[src/rtl/scan_ctrl_pkg.sv]
// scan_ctrl_pkg: shared definitions for the scan shift controller.
//   DEFAULT_CHAIN_LEN : default number of flops in the driven scan chain
//   state_t           : controller FSM states
package scan_ctrl_pkg;

  localparam int unsigned DEFAULT_CHAIN_LEN = 32;

  typedef enum logic [2:0] {
    ST_IDLE,
    ST_SHIFT_IN,
    ST_CAPTURE,
    ST_SHIFT_OUT,
    ST_RESP
  } state_t;

endpackage

[src/rtl/scan_bit_counter.sv]
// scan_bit_counter: saturating shift-bit counter, 0 .. LEN-1.
//   clk      : clock, rising edge
//   clr_     : asynchronous active-low reset
//   i_clear  : synchronous clear to 0 (priority over enable)
//   i_enable : advance by one per cycle; holds at terminal count
//   o_tc     : high while the count equals LEN-1
module scan_bit_counter
  import scan_ctrl_pkg::*;
#(
  parameter int unsigned LEN = DEFAULT_CHAIN_LEN
) (
  input  logic clk,
  input  logic clr_,
  input  logic i_clear,
  input  logic i_enable,
  output logic o_tc
);

  localparam int unsigned W = $clog2(LEN);
  localparam logic [W-1:0] TC = W'(LEN - 1);

  logic [W-1:0] r_count;

  always_ff @(posedge clk or negedge clr_) begin
    if (!clr_) begin
      r_count <= '0;
    end else if (i_clear) begin
      r_count <= '0;
    end else if (i_enable && (r_count != TC)) begin
      r_count <= r_count + W'(1);
    end
  end

  assign o_tc = (r_count == TC);

endmodule

[src/rtl/scan_shift_ctrl.sv]
// scan_shift_ctrl: loads a pattern into a scan chain, optionally pulses a
// functional capture and unloads the chain, then returns the unloaded data.
//   clk, clr_              : clock (rising edge), async active-low reset
//   req_valid/req_ready    : pattern request handshake
//   req_data, req_capture  : pattern (bit 0 shifted first), capture select
//   scan_se, scan_si       : chain scan enable and serial input (registered)
//   scan_so                : chain serial output
//   cap_pulse              : one-cycle capture strobe (registered)
//   rsp_valid/rsp_ready    : result handshake
//   rsp_data               : unloaded chain contents, first bit out at bit 0
//   busy                   : high whenever the FSM is not idle
module scan_shift_ctrl
  import scan_ctrl_pkg::*;
#(
  parameter int unsigned CHAIN_LEN = DEFAULT_CHAIN_LEN
) (
  input  logic                 clk,
  input  logic                 clr_,
  input  logic                 req_valid,
  output logic                 req_ready,
  input  logic [CHAIN_LEN-1:0] req_data,
  input  logic                 req_capture,
  output logic                 scan_se,
  output logic                 scan_si,
  input  logic                 scan_so,
  output logic                 cap_pulse,
  output logic                 rsp_valid,
  input  logic                 rsp_ready,
  output logic [CHAIN_LEN-1:0] rsp_data,
  output logic                 busy
);

  state_t               r_state;
  state_t               w_state_n;
  logic [CHAIN_LEN-1:0] r_sr;
  logic [CHAIN_LEN-1:0] w_sr_n;
  logic                 r_capture;
  logic                 w_capture_n;
  logic                 r_req_ready;
  logic                 r_scan_se;
  logic                 r_scan_si;
  logic                 r_cap_pulse;
  logic                 r_rsp_valid;
  logic                 w_tc;
  logic                 w_shifting;
  logic                 w_cnt_clear;

  assign w_shifting  = (r_state == ST_SHIFT_IN) || (r_state == ST_SHIFT_OUT);
  assign w_cnt_clear = !w_shifting;

  scan_bit_counter #(
    .LEN (CHAIN_LEN)
  ) u_bit_counter (
    .clk      (clk),
    .clr_     (clr_),
    .i_clear  (w_cnt_clear),
    .i_enable (w_shifting),
    .o_tc     (w_tc)
  );

  always_comb begin
    w_state_n   = r_state;
    w_sr_n      = r_sr;
    w_capture_n = r_capture;
    case (r_state)
      ST_IDLE: begin
        if (req_valid && r_req_ready) begin
          w_state_n   = ST_SHIFT_IN;
          w_sr_n      = req_data;
          w_capture_n = req_capture;
        end
      end
      ST_SHIFT_IN: begin
        w_sr_n = {scan_so, r_sr[CHAIN_LEN-1:1]};
        if (w_tc) begin
          w_state_n = r_capture ? ST_CAPTURE : ST_RESP;
        end
      end
      ST_CAPTURE: begin
        w_state_n = ST_SHIFT_OUT;
      end
      ST_SHIFT_OUT: begin
        w_sr_n = {scan_so, r_sr[CHAIN_LEN-1:1]};
        if (w_tc) begin
          w_state_n = ST_RESP;
        end
      end
      ST_RESP: begin
        if (rsp_ready) begin
          w_state_n = ST_IDLE;
        end
      end
      default: begin
        w_state_n = ST_IDLE;
      end
    endcase
  end

  // Registered outputs are decoded from the next state / next shift value so
  // they line up with the state they belong to, without combinational glitches.
  always_ff @(posedge clk or negedge clr_) begin
    if (!clr_) begin
      r_state     <= ST_IDLE;
      r_sr        <= '0;
      r_capture   <= 1'b0;
      r_req_ready <= 1'b0;
      r_scan_se   <= 1'b0;
      r_scan_si   <= 1'b0;
      r_cap_pulse <= 1'b0;
      r_rsp_valid <= 1'b0;
    end else begin
      r_state     <= w_state_n;
      r_sr        <= w_sr_n;
      r_capture   <= w_capture_n;
      r_req_ready <= (w_state_n == ST_IDLE);
      r_scan_se   <= (w_state_n == ST_SHIFT_IN) || (w_state_n == ST_SHIFT_OUT);
      r_scan_si   <= (w_state_n == ST_SHIFT_IN) ? w_sr_n[0] : 1'b0;
      r_cap_pulse <= (w_state_n == ST_CAPTURE);
      r_rsp_valid <= (w_state_n == ST_RESP);
    end
  end

  assign req_ready = r_req_ready;
  assign scan_se   = r_scan_se;
  assign scan_si   = r_scan_si;
  assign cap_pulse = r_cap_pulse;
  assign rsp_valid = r_rsp_valid;
  assign rsp_data  = r_sr;
  assign busy      = (r_state != ST_IDLE);

endmodule

[config.mk]
export PLATFORM = sky130hd
export DESIGN_NAME = scan_shift_ctrl
export DESIGN_NICKNAME = d
export VERILOG_FILES = /design/src/rtl/scan_ctrl_pkg.sv /design/src/rtl/scan_bit_counter.sv /design/src/rtl/scan_shift_ctrl.sv
export SDC_FILE = /design/constraint.sdc
export NUM_CORES = 1
export LEC_CHECK = 0
export CAP_MARGIN = 20
export CORE_MARGIN = 3
export CORE_UTILIZATION = 45
export DETAILED_ROUTE_END_ITERATION = 8
export PLACE_DENSITY = 0.82
export SYNTH_ARGS = -nofsm -noshare
export SYNTH_HDL_FRONTEND = slang
export SYNTH_SLANG_ARGS = --single-unit
export TNS_END_PERCENT = 1
[constraint.sdc]
create_clock -name clk -period 6.1 [get_ports clk]
set_clock_uncertainty 0.15 [all_clocks]
set_input_delay 0.915 -clock clk [delete_from_list [all_inputs] [get_ports clk]]
set_output_delay 0.915 -clock clk [all_outputs]
set_load 0.02 [all_outputs]
==> flow_metrics.env, run 1 <==
export IMPL_hp_class="reg2reg"
export IMPL_drt_first_pass_iters=4
export IMPL_postCtsSetupBuffers=0
export IMPL_maxCapViolCount=0
export IMPL_grtUsageMet2=0.283
export IMPL_slowest_delay_ns=0.55
export IMPL_combPwrFrac=0.481
export IMPL_avgSynthCellArea_um2=12.6
export IMPL_seqPwrFrac=0.385
export IMPL_rows=24
export IMPL_ir_worst_vdd_v=0.000232
export IMPL_worst_slew_margin_rel=0.548
export IMPL_fin_crit_ns=2.83
export IMPL_n_antenna_cell=0
export IMPL_required_ns=5.03
export IMPL_die_height_um=74.3
export IMPL_syn2layout_area_growth_pct=39.9
export IMPL_synth_fp_nets=208
export IMPL_ys_types=35
export IMPL_fin_crit_sh=0.464
export IMPL_clockPowerShare=0.134
export IMPL_internal_power_uw=873
export IMPL_regArea_um2=1150
export IMPL_cts_hold_buf=0
export IMPL_cts_tree="yes"
export IMPL_grt_usage=0.187
export IMPL_final_max_slew_viol_count=0
export IMPL_met1_usage=0.261
export IMPL_syn_area_um2=2100
export IMPL_dp_cells=285
export IMPL_multi_input_area_um2=841
export IMPL_path_max_fanout=8
export IMPL_start_util=0.475
export IMPL_vias=1632
export IMPL_setup_viol=0
export IMPL_crit_path_top_delay_cell="clkdlybuf4s50_1"
export IMPL_grt_busiest_layer="met2"
export IMPL_rrSetupSlack_ns=3.81
export IMPL_grtUsageMet3=0.0527
export IMPL_dieArea_um2=5520
export IMPL_fin_cells=294
export IMPL_synth_ff_latch_count=46
export IMPL_numCtsBuffers=5
export IMPL_clock_tree_buffer_depth=2
export IMPL_clock_fmax_ghz=0.353
export IMPL_end_kind="output port"
export IMPL_grt_pass1_wl_um=7880
export IMPL_avgViaCountPerCell=5.55
export IMPL_worst_pin_slew_ns=0.677
export IMPL_overflow=0
export IMPL_drt_iter0_drc=106
export IMPL_drc_errors=0
export IMPL_wl_per_cell_um=16.1
export IMPL_ant_nets=0
export IMPL_gp_congestion=0.776
export IMPL_path_class="reg2out"
export IMPL_p_leak_nw=1.49
export IMPL_worstSkewPairLatency_ns=0.30
export IMPL_core_area_um2=4410
export IMPL_switching_share=0.364
export IMPL_root_buffer="clkbuf_8"
export IMPL_dieWidth_um=74.3
export IMPL_ys_seq_area_frac=0.549
export IMPL_startpoint_type="register"
export IMPL_cts_htree_levels=2
export IMPL_clk_pin_slew_ns=0.09
export IMPL_routed_wl_um=4740
export IMPL_grt_pass1_vias=1638
export IMPL_final_nets=282
export IMPL_dp_hpwl_um=3300
export IMPL_outcome="complete, no violations"
export IMPL_io_buffer_count=75
export IMPL_antenna_found_initial=0
export IMPL_syn_inst=167
export IMPL_finalHoldViolCount=0
export IMPL_ys_warn_count=0
export IMPL_arrival_ns=1.77
export IMPL_clock_sinks=46
export IMPL_cp_cell_sequence="or3_4, clkdlybuf4s50_1"
export IMPL_n_fill_cell=333
export IMPL_p_per_area_nw_per_um2=468
export IMPL_grt_max_degree=47
export IMPL_pin_count=76
export IMPL_rsz0062_at_grt="no"
export IMPL_cts_repair_resized=0
export IMPL_p_sw_uw=500
export IMPL_layout_drive_gt1_share=0.0744
export IMPL_finalSetupTns_ns=0
==> path summary, 6_finish.rpt <==
| check | start | end | cells after the start |
|---|---|---|---|
| max | r_state[0] | busy | 2 |
| min | rsp_data[8] | rsp_data[8] | 1 |
| max reg2reg | u_bit_counter.r_count[0] | rsp_valid | 7 |
| min reg2reg | rsp_data[8] | rsp_data[8] | 1 |
| max in group asynchronous | clr_ | rsp_data[22] | 2 |
| min in group asynchronous | clr_ | rsp_data[25] | 1 |
==> cells in the final DEF, fill, tap and decap left out, drive strengths merged, types with 2 or more instances in the layout <==
master         count
a21o              31
clkbuf             5
xor2               2
a22o              31
nor2b              2
buf                3
inv                5
nand2              3
nor2              12
dfrtp             46
clkinv             2
a21oi              3
mux2i              2
ha                 3
clkdlybuf4s50     74
==> cells by family (layout without fill, tap and decap cells) <==
group	Yosys count	count (layout)	synth area share
AND/OR/NAND/NOR	27	27	0.0841
flip-flops	46	46	0.549
multiplexers	3	3	0.0149
AO/OA/AOI/OAI	71	71	0.271
adder cells (fa/ha/maj)	3	3	0.0179
XOR/XNOR	3	3	0.0125
buffers and inverters	14	89	0.0501
==> sequential cells by signal, indices dropped and copies added, names as in the netlist <==
name / count
cap_pulse: 1
rsp_data: 32
r_state: 3
scan_se: 1
req_ready: 1
scan_si: 1
u_bit_counter.r_count: 5
rsp_valid: 1
r_capture: 1
==> synthesized netlist by cell type <==
cell type,instances,share of area
o21bai_1,1,0.0036
or2_2,1,0.0030
nor2_1,9,0.016
inv_1,4,0.0072
nor2_8,1,0.0095
nand4b_1,1,0.0042
a31o_2,1,0.0042
or3_4,1,0.0054
dfrtp_1,46,0.55
nor4bb_1,1,0.0048
or3b_1,1,0.0042
o21ai_0,1,0.0024
nor2_4,1,0.0054
a22o_1,31,0.13
a21oi_1,3,0.0072
buf_4,1,0.0036
xor2_1,2,0.0084
ha_1,3,0.018
o221a_2,1,0.0054
nand2b_1,1,0.0030
xnor2_1,1,0.0042
mux2_1,1,0.0054
a21boi_0,1,0.0036
a221o_1,1,0.0048
nor2b_1,2,0.0060
nor3_1,1,0.0024
a21o_1,31,0.11
and3_1,1,0.0030
buf_6,6,0.032
mux2i_1,2,0.0095
nand2_1,3,0.0054
nor2_2,1,0.0030
and4b_1,1,0.0048
nor4b_1,1,0.0042
buf_2,3,0.0072
==> metrics by stage <==
stage / worst slack (ns) / util / hold WS [ns] / instance area, µm² / power [mW]
after detailed placement: 3.31 / 0.640 / 0.342 / 2830 / 1.20
after CTS: 3.24 / 0.660 / 0.363 / 2910 / 1.39
final: 3.27 / 0.664 / 0.361 / 2930 / 1.37
after floorplan: 4.03 / - / 0.318 / 2100 / 0.903
after global placement: 3.35 / 0.640 / 0.333 / 2830 / 1.18
after global routing: 3.19 / 0.664 / 0.371 / 2930 / 1.46
==> power by group through the flow <==
stage | clock [mW] | sequential (mW) | combinational, mW
after global placement | 0 | 0.530 | 0.647
after detailed placement | 0 | 0.533 | 0.664
after floorplan | 0 | 0.645 | 0.258
after CTS | 0.190 | 0.529 | 0.667
after global routing | 0.204 | 0.545 | 0.710
final | 0.183 | 0.529 | 0.660
==> critical path, delay by kind of cell, from the launching register on <==
kind / cells / cell delay, ns
flops: 1 / 0.46
simple gates: 1 / 0.45
buf+inv: 1 / 0.55
==> per-layer routing <==
metal  up-vias  routed length, µm  part of all wire
met3        13                348             0.073
li1        767                  -                 -
met1       795               2020              0.43
met5         -                  0                 0
met2        57               2250              0.47
met4         0                119             0.025
==> area by class of cell <==
cell class / count / area share
clock buffer: 5 / 0.0235
clock inverter: 3 / 0.00640
inverter: 4 / 0.00512
multi-input combinational: 107 / 0.287
sequential: 46 / 0.392
tap: 52 / 0.0222
timing repair buffer: 77 / 0.264
(Power assumes the default switching activity.)
==> inputs of run 2 (changes only) <==
CORE_UTILIZATION = 44   (was 45)
PLACE_DENSITY = 0.8   (was 0.82)
clock period = 2.62 ns   (was 6.1 ns; I/O delays follow)
==> run 2 against run 1 <==
Effect of this change:
- clock power rose to 2.8 times the previous value
- routed wire length up 0.89%
- first-iteration DRC count down 27%
- total power up 140%
- via count up 1.5%
- global-route usage down 1.2 points
- combinational power up 130%
- sequential share of layout area down 0.54 points
- critical path depth unchanged
- register-to-register slack worse by 3.4 ns
- die area up 2.1%
- count of clock-buffer cells in the layout unchanged
- largest cell class unchanged
- highest routed layer unchanged
==> flow_metrics.env, run 2 (synthesis gave the netlist of run 1 again) <==
export IMPL_drc_errors=0
export IMPL_routed_wl_um=4780
export IMPL_largest_reg_flops=32
export IMPL_grt_max_degree=32
export IMPL_dp_hpwl_um=3450
export IMPL_post_layout_total_power_mw=3.28
export IMPL_maxCapViolCount=0
export IMPL_p_sw_mw=1.15
export IMPL_dp_cells=289
export IMPL_fin_crit_sh=0.880
export IMPL_crit_buf_inv=1
export IMPL_min_from="rsp_data[29]"
export IMPL_worstSkewPairLatency_ns=0.29
export IMPL_switching_share=0.351
export IMPL_clk_pin_slew_ns=0.08
export IMPL_reg2reg_from="u_bit_counter.r_count[0]"
export IMPL_rsz0062_at_grt="no"
export IMPL_cts_htree_levels=2
export IMPL_path_delay_family="buffers and inverters"
export IMPL_clock_fmax_ghz=0.434
export IMPL_final_nets=286
export IMPL_worst_pin_slew_ns=0.696
export IMPL_drt_iter0_drc=77
export IMPL_finalHoldViolCount=0
export IMPL_grt_usage=0.175
export IMPL_path_class="reg2out"
export IMPL_syn2layout_area_growth_pct=41.8
export IMPL_clockPowerShare=0.156
export IMPL_path_max_fanout=8
export IMPL_r2r_end="rsp_valid"
export IMPL_hold_path_end="rsp_data[29]"
export IMPL_hold_ws_ns=0.362
export IMPL_seqPwrFrac=0.375
export IMPL_rows=24
export IMPL_cts_tree="yes"
export IMPL_dieWidth_um=75.0
export IMPL_hold_depth=1
export IMPL_internal_power_mw=2.13
export IMPL_drt_first_pass_iters=4
export IMPL_crit_path_top_delay_cell="clkdlybuf4s50_1"
export IMPL_grt_pass1_wl_um=7720
export IMPL_layout_commonest_cell="clkdlybuf4s50_1"
export IMPL_vias=1656
export IMPL_gp_congestion=0.779
export IMPL_io_buffer_count=75
export IMPL_finalSetupTns_ns=0
export IMPL_grt_pass1_vias=1684
export IMPL_slowest_delay_ns=0.55
export IMPL_startpoint_type="register"
export IMPL_core_area_um2=4470
export IMPL_clock_tree_buffer_depth=2
export IMPL_worst_slew_margin_rel=0.535
export IMPL_setup_viol=0
export IMPL_antenna_found_initial=0
export IMPL_p_leak_nw=1.51
export IMPL_fin_cells=298
export IMPL_outcome="complete, no violations"
export IMPL_clock_sinks=46
export IMPL_avgViaCountPerCell=5.56
export IMPL_wl_per_cell_um=16.0
export IMPL_cts_repair_resized=0
export IMPL_end_kind="output port"
export IMPL_cp_cell_sequence="or3_4, clkdlybuf4s50_1"
export IMPL_p_per_area_nw_per_um2=1100
export IMPL_numCtsBuffers=5
export IMPL_dieArea_um2=5630
export IMPL_n_antenna_cell=0
export IMPL_fin_util=0.665
export IMPL_reg2reg_depth=7
export IMPL_hp_class="reg2reg"
export IMPL_die_height_um=75.0
export IMPL_root_buffer="clkbuf_8"
export IMPL_required_ns=2.08
export IMPL_arrival_ns=1.76
export IMPL_ant_nets=0
export IMPL_start_util=0.469
export IMPL_final_max_slew_viol_count=0
export IMPL_rrSetupSlack_ns=0.41
export IMPL_pin_count=76
export IMPL_combPwrFrac=0.470
export IMPL_mostFrequentLayoutCells="clkdlybuf4s50_1, dfrtp_1, a22o_1, a21o_1, nor2_1"
export IMPL_postCtsSetupBuffers=0
export IMPL_layout_drive_gt1_share=0.0854
export IMPL_fin_crit_ns=2.31
export IMPL_overflow=0
export IMPL_ir_worst_vdd_v=0.000451
## run 2: power by group through the flow
stage | sequential, mW | combinational (mW) | clock (mW)
after floorplan | 1.50 | 0.601 | 0
after global placement | 1.23 | 1.52 | 0
after detailed placement | 1.24 | 1.55 | 0
after CTS | 1.23 | 1.56 | 0.524
after global routing | 1.27 | 1.67 | 0.542
final | 1.23 | 1.54 | 0.511
## run 2: what timing repair did
item	in CTS	in global routing
endpoints found under the hold margin	14	0
setup endpoints to repair	0	0
hold buffers	1	0
## run 2: worst register-to-register path, delay by kind of cell (launching register included)
kind,cells,cell delay [ns]
compound gates,2,0.41
fa+ha+maj,2,0.51
flops,1,0.40
simple gates,3,0.68
## run 2: layout make-up
class | instances | area (µm²)
Fill cell | 373 | 1500
Sequential cell | 46 | 1150
Multi-Input combinational cell | 107 | 841
Timing Repair Buffer | 81 | 793
Clock buffer | 5 | 68.8
Tap cell | 52 | 65.1
Clock inverter | 3 | 40.0
Inverter | 4 | 15.0
## run 2: worst max-delay path by stage
stage	from	end	cells after the start
after floorplan	u_bit_counter.r_count[0]	scan_si	7
after global placement	u_bit_counter.r_count[0]	scan_si	6
after CTS	r_state[0]	busy	2
final	r_state[0]	busy	2
after detailed placement	u_bit_counter.r_count[0]	scan_si	6
after global routing	u_bit_counter.r_count[0]	rsp_valid	7
## run 2: metal layers
metal	part of all wire	wire, µm	GRT usage	vias up
met5	0	0	0	-
li1	-	-	-	772
met3	0.070	333	0.0427	4
met4	0.0050	24	0.0375	0
met2	0.44	2120	0.272	59
met1	0.48	2300	0.250	821
## run 2: metrics by stage
stage | cell area [µm²] | worst slack (ns)
2_1_floorplan | 2100 | 0.550
3_3_place_gp | 2860 | 0.457
3_5_place_dp | 2860 | 0.413
4_1_cts | 2970 | 0.312
5_1_grt | 2970 | 0.213
6_report | 2970 | 0.314
==> inputs of run 3 (changes only) <==
TNS_END_PERCENT = unset   (was 1)
==> results of run 3 <==
No change in the layout: final DEF, timing and power equal those of run 2.
